$ cat config.mk
export PLATFORM = sky130hd
export DESIGN_NAME = mbldcm_ramp_sequencer_flat
export DESIGN_NICKNAME = d
export VERILOG_FILES = /design/src/rtl/mbldcm_ramp_sequencer_if.sv /design/src/rtl/mbldcm_ramp_sequencer.sv /design/src/flat_wrapper.sv
export SDC_FILE = /design/constraint.sdc
export NUM_CORES = 1
export LEC_CHECK = 0
export CORE_UTILIZATION = 48
export CTS_CLUSTER_DIAMETER = 40
export CTS_CLUSTER_SIZE = 12
export DETAILED_ROUTE_END_ITERATION = 6
export PLACE_DENSITY = 0.81
export REMOVE_ABC_BUFFERS = 1
export SYNTH_ARGS = -nofsm -noshare
export SYNTH_HDL_FRONTEND = slang
export SYNTH_SLANG_ARGS = --single-unit
export TNS_END_PERCENT = 1
$ cat constraint.sdc
create_clock -name iClock -period 6.8 [get_ports iClock]
set_input_delay 1.7 -clock iClock [delete_from_list [all_inputs] [get_ports iClock]]
set_output_delay 1.7 -clock iClock [all_outputs]
set_load 0.02 [all_outputs]
$ cat src/rtl/mbldcm_ramp_sequencer_if.sv
// Control/core bundle for the BLDC ramp sequencer.
// The master side is the CPU/register side. The slave side is the sequencer itself.
interface mbldcm_ramp_sequencer_if #(
  parameter int pIntervalWidth = 16
);
  logic                      iStart;
  logic                      iStopReq;
  logic [31:0]               iStartDiv;
  logic [31:0]               iTargetDiv;
  logic [31:0]               iStepDiv;
  logic [pIntervalWidth-1:0] iInterval;
  logic [31:0]               iAlignCycles;
  logic                      oEnable;
  logic [31:0]               oDiv;
  logic                      oStop;
  logic [3:0]                oPhaseUpdate;
  logic                      oLatchPhaseUpdate;
  logic [2:0]                oState;
  logic                      oBusy;
  logic                      oAtSpeed;

  modport master (
    output iStart, iStopReq, iStartDiv, iTargetDiv, iStepDiv, iInterval, iAlignCycles,
    input  oEnable, oDiv, oStop, oPhaseUpdate, oLatchPhaseUpdate, oState, oBusy, oAtSpeed
  );

  modport slave (
    input  iStart, iStopReq, iStartDiv, iTargetDiv, iStepDiv, iInterval, iAlignCycles,
    output oEnable, oDiv, oStop, oPhaseUpdate, oLatchPhaseUpdate, oState, oBusy, oAtSpeed
  );
endinterface

$ cat src/rtl/mbldcm_ramp_sequencer.sv
// Start/stop sequencer for the BLDC core: align, accelerate, run, and optionally decelerate.
// Optional feature macro MBLDCM_RAMP_DECEL_EN: the stop request decelerates instead of cutting the drive.
module mbldcm_ramp_sequencer #(
  parameter int pIntervalWidth = 16
) (
  input logic                    iClock,
  input logic                    iReset_n,
  mbldcm_ramp_sequencer_if.slave bus
);
  typedef enum logic [2:0] {
    sIdle  = 3'd0,
    sAlign = 3'd1,
    sRamp  = 3'd2,
    sRun   = 3'd3,
    sDecel = 3'd4
  } tState;

  localparam logic [31:0] cDivIdle = 32'hFFFF_FFFF;

  tState                     state;
  logic                      enable;
  logic                      stop;
  logic                      latchPhase;
  logic [31:0]               div;
  logic [31:0]               startDiv;
  logic [31:0]               targetDiv;
  logic [31:0]               stepDiv;
  logic [pIntervalWidth-1:0] intervalCfg;
  logic [31:0]               alignCfg;
  logic [31:0]               alignCnt;
  logic [pIntervalWidth-1:0] intervalCnt;

  logic [pIntervalWidth-1:0] intervalEff;
  logic [31:0]               alignLast;
  logic                      tick;
  logic                      rampDone;
  logic                      decelDone;
  logic                      stopNow;

  // Zero-length settings are promoted to one cycle, so the sequence always advances.
  assign intervalEff = (intervalCfg == '0) ? pIntervalWidth'(1) : intervalCfg;
  assign alignLast   = (alignCfg == 32'd0) ? 32'd0 : alignCfg - 32'd1;
  assign tick        = (intervalCnt <= pIntervalWidth'(1));
  // The compares use 33 bits, so a sum near 2^32 cannot wrap and end the ramp early.
  assign rampDone    = ({1'b0, div} <= ({1'b0, targetDiv} + {1'b0, stepDiv}));
  assign decelDone   = (({1'b0, div} + {1'b0, stepDiv}) >= {1'b0, startDiv});
  assign stopNow     = bus.iStopReq && (state == sAlign || state == sRamp || state == sRun);

  always_ff @(posedge iClock or negedge iReset_n) begin
    if (!iReset_n) begin
      state       <= sIdle;
      enable      <= 1'b0;
      stop        <= 1'b1;
      latchPhase  <= 1'b0;
      div         <= cDivIdle;
      startDiv    <= '0;
      targetDiv   <= '0;
      stepDiv     <= '0;
      intervalCfg <= '0;
      alignCfg    <= '0;
      alignCnt    <= '0;
      intervalCnt <= '0;
    end else begin
      // NOTE: non-blocking assignments throughout, so every branch reads pre-edge state.
      latchPhase <= 1'b0;
      if (stopNow) begin
`ifdef MBLDCM_RAMP_DECEL_EN
        state       <= sDecel;
        stop        <= 1'b0;
        intervalCnt <= intervalEff;
`else
        state  <= sIdle;
        enable <= 1'b0;
        stop   <= 1'b1;
        div    <= cDivIdle;
`endif
      end else begin
        case (state)
          sIdle: begin
            if (bus.iStart && !bus.iStopReq) begin
              startDiv    <= bus.iStartDiv;
              targetDiv   <= bus.iTargetDiv;
              stepDiv     <= bus.iStepDiv;
              intervalCfg <= bus.iInterval;
              alignCfg    <= bus.iAlignCycles;
              alignCnt    <= '0;
              enable      <= 1'b1;
              stop        <= 1'b1;
              div         <= bus.iStartDiv;
              latchPhase  <= 1'b1;
              state       <= sAlign;
            end
          end
          sAlign: begin
            if (alignCnt >= alignLast) begin
              stop        <= 1'b0;
              intervalCnt <= intervalEff;
              state       <= sRamp;
            end else begin
              alignCnt <= alignCnt + 32'd1;
            end
          end
          sRamp: begin
            if (tick) begin
              if (rampDone) begin
                div   <= targetDiv;
                state <= sRun;
              end else begin
                div         <= div - stepDiv;
                intervalCnt <= intervalEff;
              end
            end else begin
              intervalCnt <= intervalCnt - pIntervalWidth'(1);
            end
          end
          sRun: ;
          sDecel: begin
            if (tick) begin
              if (decelDone) begin
                state  <= sIdle;
                enable <= 1'b0;
                stop   <= 1'b1;
                div    <= cDivIdle;
              end else begin
                div         <= div + stepDiv;
                intervalCnt <= intervalEff;
              end
            end else begin
              intervalCnt <= intervalCnt - pIntervalWidth'(1);
            end
          end
          default: state <= sIdle;
        endcase
      end
    end
  end

  assign bus.oEnable           = enable;
  assign bus.oDiv              = div;
  assign bus.oStop             = stop;
  assign bus.oPhaseUpdate      = 4'd0;
  assign bus.oLatchPhaseUpdate = latchPhase;
  assign bus.oState            = state;
  assign bus.oBusy             = (state != sIdle);
  assign bus.oAtSpeed          = (state == sRun);
endmodule

$ cat src/flat_wrapper.sv
// flat-port wrapper written by rule: the top's interface ports become plain ports
module mbldcm_ramp_sequencer_flat 
#(
  parameter int pIntervalWidth = 16
)
  (iClock, iReset_n, bus_iStart, bus_iStopReq, bus_iStartDiv, bus_iTargetDiv, bus_iStepDiv, bus_iInterval, bus_iAlignCycles, bus_oEnable, bus_oDiv, bus_oStop, bus_oPhaseUpdate, bus_oLatchPhaseUpdate, bus_oState, bus_oBusy, bus_oAtSpeed);
  mbldcm_ramp_sequencer_if #(.pIntervalWidth(pIntervalWidth)) bus_i ();
  input logic iClock;
  input logic iReset_n;
  input wire logic [$bits(bus_i.iStart)-1:0] bus_iStart;
  input wire logic [$bits(bus_i.iStopReq)-1:0] bus_iStopReq;
  input wire logic [$bits(bus_i.iStartDiv)-1:0] bus_iStartDiv;
  input wire logic [$bits(bus_i.iTargetDiv)-1:0] bus_iTargetDiv;
  input wire logic [$bits(bus_i.iStepDiv)-1:0] bus_iStepDiv;
  input wire logic [$bits(bus_i.iInterval)-1:0] bus_iInterval;
  input wire logic [$bits(bus_i.iAlignCycles)-1:0] bus_iAlignCycles;
  output wire logic [$bits(bus_i.oEnable)-1:0] bus_oEnable;
  output wire logic [$bits(bus_i.oDiv)-1:0] bus_oDiv;
  output wire logic [$bits(bus_i.oStop)-1:0] bus_oStop;
  output wire logic [$bits(bus_i.oPhaseUpdate)-1:0] bus_oPhaseUpdate;
  output wire logic [$bits(bus_i.oLatchPhaseUpdate)-1:0] bus_oLatchPhaseUpdate;
  output wire logic [$bits(bus_i.oState)-1:0] bus_oState;
  output wire logic [$bits(bus_i.oBusy)-1:0] bus_oBusy;
  output wire logic [$bits(bus_i.oAtSpeed)-1:0] bus_oAtSpeed;
  assign bus_i.iStart = bus_iStart;
  assign bus_i.iStopReq = bus_iStopReq;
  assign bus_i.iStartDiv = bus_iStartDiv;
  assign bus_i.iTargetDiv = bus_iTargetDiv;
  assign bus_i.iStepDiv = bus_iStepDiv;
  assign bus_i.iInterval = bus_iInterval;
  assign bus_i.iAlignCycles = bus_iAlignCycles;
  assign bus_oEnable = bus_i.oEnable;
  assign bus_oDiv = bus_i.oDiv;
  assign bus_oStop = bus_i.oStop;
  assign bus_oPhaseUpdate = bus_i.oPhaseUpdate;
  assign bus_oLatchPhaseUpdate = bus_i.oLatchPhaseUpdate;
  assign bus_oState = bus_i.oState;
  assign bus_oBusy = bus_i.oBusy;
  assign bus_oAtSpeed = bus_i.oAtSpeed;
  mbldcm_ramp_sequencer #(.pIntervalWidth(pIntervalWidth)) u_core (.iClock(iClock), .iReset_n(iReset_n), .bus(bus_i));
endmodule
======== Word level (Yosys, flattened, before mapping) ========
Cells that the tools add are included.
Widths: inputs -> output; s select.
operators by class
  equal/unequal tests ..................... 16
  reductions and logical operators ........ 21
  $add $sub $neg .......................... 7
  mux-type cells .......................... 39
  bitwise logic cells ..................... 1
  magnitude comparators ................... 4
operators with widths
  kind                   count
  $mux 32                9
  $mux 16                6
  $pmux 32 s3            1
  $add 32x32->33         2
  $pmux 32 s2            1
  $pmux 16 s3            1
  $ge 33x32->1           1
  $le 32x33->1           1
  $add 32x1->32 const B  1
  $add 32x32->32         1
  $ge 32x32->1           1
  $logic_not 32->1       1
  $sub 32x1->32 const B  1
  $sub 32x32->32         1
  $mux 3                 7
  $le 16x1->1 const B    1
  $logic_not 16->1       1
  $sub 16x1->16 const B  1
  $ne 3x1->1 const B     5
  $pmux 3 s5             1
  $reduce_and 4->1       3
  $mux 1                 11
  $reduce_and 5->1       2
  $reduce_bool 3->1      3
  18 further kinds       25
storage, ports and cells
  output and inout port bits .............. 44
  word-level logic and storage cells ...... 100
  register bits ........................... 230

======== Longest topological paths before layout ========
  depth after elaboration ................. 6
  gate-level depth with buffers ........... 26
  gate-level depth less buffers ........... 24

======== Least setup slack after synthesis ========
Ideal clock, no wire load.
  path kind ............................... reg-to-reg
  from .................................... register u_core.alignCfg[11]
  to ...................................... register u_core.intervalCnt[6]
  clock period less this slack ............ 4.999 ns
  data required time ...................... 6.677 ns
  stages on the path, launching flop included .. 20
  arrival ................................. 4.876 ns
  path buffers ............................ 2
  path slack .............................. 1.801 ns
  path through ............................ dfrtp_1 > or3_4 > or3_4 > or3_4 > or4_4 > or2_4 > nor4_4 > xor2_1 > nand2_1 > ha_1 > nand4_1 > or3_1 > or4_1 > o211a_2 > nand2_1 > and2_1 > buf_2 > clkbuf_1 > nand3_1 > o2bb2ai_1
on the way
  longest elaborated chain between the ends .. 5
  elaborated cells between the ends (all ways) .. 6
  those cells by class .................... add/sub: 1; order compare: 1; eq/ne: 1; mux: 1; reduce/logical: 2
RTL lines
  element                                                   line                          RTL
  start, declared                                           mbldcm_ramp_sequencer.sv:29   logic [31:0] alignCfg;
  start signal, assigned                                    mbldcm_ramp_sequencer.sv:85   alignCfg <= bus.iAlignCycles;
  $sub 32x1->32 / $logic_not 32->1 (equally long branches)  mbldcm_ramp_sequencer.sv:42   assign alignLast = (alignCfg == 32'd0) ? 32'd0 : alignCfg - 32'd1;
  $mux 32 *                                                 mbldcm_ramp_sequencer.sv:42
  $ge 32x32->1 *                                            mbldcm_ramp_sequencer.sv:95   if (alignCnt >= alignLast) begin
  $ne 2x2->1 (no source line) *                             --
  $reduce_and 5->1 (no source line) *                       --
  end signal, assigned                                      mbldcm_ramp_sequencer.sv:97   intervalCnt <= intervalEff;
  end signal, assigned                                      mbldcm_ramp_sequencer.sv:110  intervalCnt <= intervalEff;
  end signal, assigned                                      mbldcm_ramp_sequencer.sv:113  intervalCnt <= intervalCnt - pIntervalWidth'(1);
  end, declared                                             mbldcm_ramp_sequencer.sv:31   logic [pIntervalWidth-1:0] intervalCnt;
Every way passes the cells marked *; elsewhere a longest branch is shown, timed or not.
A chain may end at the register's enable or synchronous reset.

======== Final worst setup path ========
  from .................................... register u_core.stepDiv[0]
  to ...................................... register u_core.intervalCnt[0]
on the way
  longest elaborated chain between the ends .. 4
  elaborated cells between the ends (all ways) .. 7
  those cells by class .................... add/sub: 2; order compare: 2; eq/ne: 2; reduce/logical: 1
RTL lines
  element                                              line                                                      RTL
  start, declared                                      mbldcm_ramp_sequencer.sv:27                               logic [31:0] stepDiv;
  start signal, assigned                               mbldcm_ramp_sequencer.sv:83                               stepDiv <= bus.iStepDiv;
  $add 32x32->33 (on tied branches)                    mbldcm_ramp_sequencer.sv:45, mbldcm_ramp_sequencer.sv:46
  $le 32x33->1 / $ge 33x32->1 (equally long branches)  mbldcm_ramp_sequencer.sv:45, mbldcm_ramp_sequencer.sv:46
  $ne 3x3->1 (no source line)                          --
  $reduce_and 5->1 (no source line) *                  --
Marked as above.

==> impl_metrics.toml <==
[detailed_routing]
drt-initial-drc-count = 1128
first_pass_iters = 6
antenna_left = 0
vias = 12400
routed_wl_um = 37600
avgRoutedWirePerCell_um = 18.0
via_per_inst = 5.92
drc = 0

[critical_path]
cp-start-kind = "flip-flop"
crit_slowest_cell = "or4_4"
cp.required_ns = 7.20
path_delay_family = "compound AO/OA/AOI/OAI gates"
crit_type = "flip-flop to flip-flop"
cp_max_fo = 18
r2r_cells = 24
crit_path_cell_trace = "ha_1 -> inv_1 -> fa_1 -> nor2b_4 -> o31ai_4 -> a21oi_1 -> or4_4 -> a31oi_1 -> nor2_1 -> o21ai_0 -> nand2b_1 -> a21oi_1 -> xor2_1 -> ha_1 -> nand2_1 -> o21ai_0 -> a211oi_1 -> nor3_1 -> a211oi_1 -> o31ai_1 -> o311ai_4 -> a31oi_4 -> and2_1 -> a31o_2"
reg2reg_to = "u_core.intervalCnt[0]"
crit_start = "u_core.stepDiv[0]"
cp_slowest_stage_delay_ns = 0.54
worstSetupEndpoint = "u_core.intervalCnt[0]"
rrSetupSlack_ns = 0.81
crit_cells = 24
r2r_start = "u_core.stepDiv[0]"
crit_path_end_kind = "flip-flop"
crit_arrival_ns = 6.38
worst-path-buf-inv = 1

[min_path]
hp-class = "flip-flop to flip-flop"
min_path_cells = 1

[synth]
synth-seq-cells = 197
synth_area_um2 = 14300
ys_seq_area_frac = 0.347
yosysUniqueCellTypes = 88
synth.avg_cell_area_um2 = 9.34
synth_flop_cell = "dfrtp_1"
async_reset_ff_frac = 1.00
ys.warnings.count = 0
syn-instance-count = 1533
synth_edf_count = 0

[power_and_ir_drop]
ir_drop_mv = 0.479
power.leakage_nw = 7.41
power_density_nw_per_um2 = 578

[die]
core_um2 = 29000
die_height_um = 175
fp.dieW_um = 175
rows = 62
pin_count = 192
fp.dieArea_um2 = 30500
initial_core_util = 0.494

[timing]
rsz0062_at_grt = "false"
worst_slew_pin_slew_ns = 1.21
finalSetupViolCount = 0
timing.final.crit_share = 0.880
fin_skew_ns = 0.0162
worst_hold_slack_ns = 0.513
hold_viol = 0
maxSlewViolCount = 0
timing.fmax_ghz = 0.167
max_slew_margin = 0.191
min_period_ns = 5.99
layout_setup_ws_ns = 0.814
fin_tns_setup_ns = 0

[placement]
gp_congestion = 0.910
place_worst_setup_slack_ns = 0.874
hpwlAfterDp_um = 28100
portBuffers = 186

[cts]
cts-root-buf = "clkbuf_16"
postCtsSetupRepairBufs = 0
clock_latency_ns = 0.46
clkTransAtPathRegs_ns = 0.08
numCtsBuffers = 17
ctsHtreeMaxLevel = 4
cts_tree = "built"
clk_path_buf_depth = 2
cts_resized = 0
cts_sinks = 197
holdBufCountCts = 0

[final_layout]
area_growth_pct = 19.8
final_layout_size_suffix_gt1_frac = 0.132
nFillCells = 2436
num-nets-final = 1981

[global_routing]
overflow = 0
grtUsageTotal = 0.252
grt_pass1_wl_um = 61800
grt_max_degree = 72
first_global_vias = 12200
antenna_found_initial = 7

[flow_run]
drv_cap = 0

[run_status]
status = "finished clean"
-- cell families after synthesis --
group                      Yosys count  share of synthesized area
and+or+nand+nor                    477                      0.166
AOI/OAI and AO/OA                  358                      0.161
DFF                                197                      0.347
adders and majority gates          139                      0.122
muxes                              132                      0.102
buffers and inverters              123                     0.0364
xor gates and xnor gates           106                     0.0648
other                                1                   0.000262
-- cells in the final DEF (no fill, tap or decap), types with 10 or more instances in the layout --
cell and count:
clkdlybuf4s50_1 185, dfrtp_1 164, nand2_1 139, ha_1 137, a21oi_1 126, nor2_1 113, mux2_2 112, inv_1 65
o21ai_0 59, xnor2_1 56, xor2_1 50, nor3_1 39, nand3_1 35, dfstp_2 33, a21o_1 28, o22ai_1 26
nor4_1 25, nand4_1 24, a31oi_1 20, mux2i_1 18, clkbuf_16 17, or3_1 14, nand2b_1 14, nor2b_1 14
a211oi_1 13, and2_1 10
-- cells in the mapped netlist, types with 9 or more instances --
cell type  instances  area (um^2)
a21o_1            28          210
clkbuf_1          34          128
xor2_1            50          438
nand3_1           36          180
buf_2              9         45.0
nor2b_1           14         87.6
a31oi_1           20          125
nand4_1           24          150
a211oi_1          13         97.6
o21ai_0           59          295
nand2b_1          14         87.6
a21oi_1          126          631
dfstp_2           33          867
nor3_1            40          200
or3_1             14         87.6
nor4_1            25          156
and2_1            10         62.6
nor2_1           113          424
xnor2_1           56          490
buf_4              9         67.6
inv_1             65          244
mux2_2           112         1260
dfrtp_1          164         4100
mux2i_1           18          180
ha_1             137         1710
nand2_1          139          522
o22ai_1           26          163
-- registers in the layout (all words and copies together) (netlist names) --
register                      count
u_core.alignCfg                  32
u_core.targetDiv                 32
u_core.alignCnt                  32
u_core.bus.oDiv                  32
u_core.bus.oStop                  1
u_core.bus.oEnable                1
u_core.intervalCnt               16
u_core.intervalCfg               16
u_core.bus.oLatchPhaseUpdate      1
u_core.stepDiv                   32
u_core.bus.oState                 2
-- power by group --
part | total, W | internal [W] | switching, W
registers | 0.00225 | 0.00169 | 0.000556
clock network | 0.00108 | 0.000537 | 0.000541
logic | 0.00658 | 0.00291 | 0.00367
total | 0.00991 | 0.00514 | 0.00477
-- cell type report --
type                    instances  area (um^2)  area share
clock buffers                  17          425      0.0248
multi-input cells            1217         8880       0.518
inverters                      66          248      0.0144
repair buffers                195         1930       0.113
flip-flops and latches        197         4970       0.290
diodes                          4         10.0    0.000583
well taps                     384          480      0.0280
clock inverters                15          209      0.0122
-- how the worst min path moves through the flow --
stage                                     start                    end  slack, ns
after floorplan           u_core.intervalCnt[9]  u_core.intervalCnt[9]       0.46
after global placement    u_core.intervalCnt[9]  u_core.intervalCnt[9]       0.48
after detailed placement  u_core.intervalCnt[9]  u_core.intervalCnt[9]       0.49
after CTS                 u_core.intervalCnt[9]  u_core.intervalCnt[9]       0.51
after global routing      u_core.intervalCnt[9]  u_core.intervalCnt[9]       0.55
final                     u_core.intervalCfg[0]  u_core.intervalCfg[0]       0.51
-- through the flow --
| step | instances | total power [W] | utilization | area (um^2) |
|---|---|---|---|---|
| 4_1_cts | 2091 | 0.00989 | 0.591 | 17100 |
| 2_1_floorplan | 1480 | 0.00712 | - | 14100 |
| 3_5_place_dp | 2059 | 0.00874 | 0.569 | 16500 |
| 5_1_grt | 2091 | 0.0108 | 0.591 | 17100 |
| 6_report | 2095 | 0.00991 | 0.591 | 17200 |
| 3_3_place_gp | 2059 | 0.00854 | 0.569 | 16500 |
-- layer usage --
metal  global-route usage  wire [um]
met2                0.423      18000
met4               0.0674        762
met5                    0         34
met1                0.326      16200
met3               0.0546       2640
(Power assumes the default switching activity.)
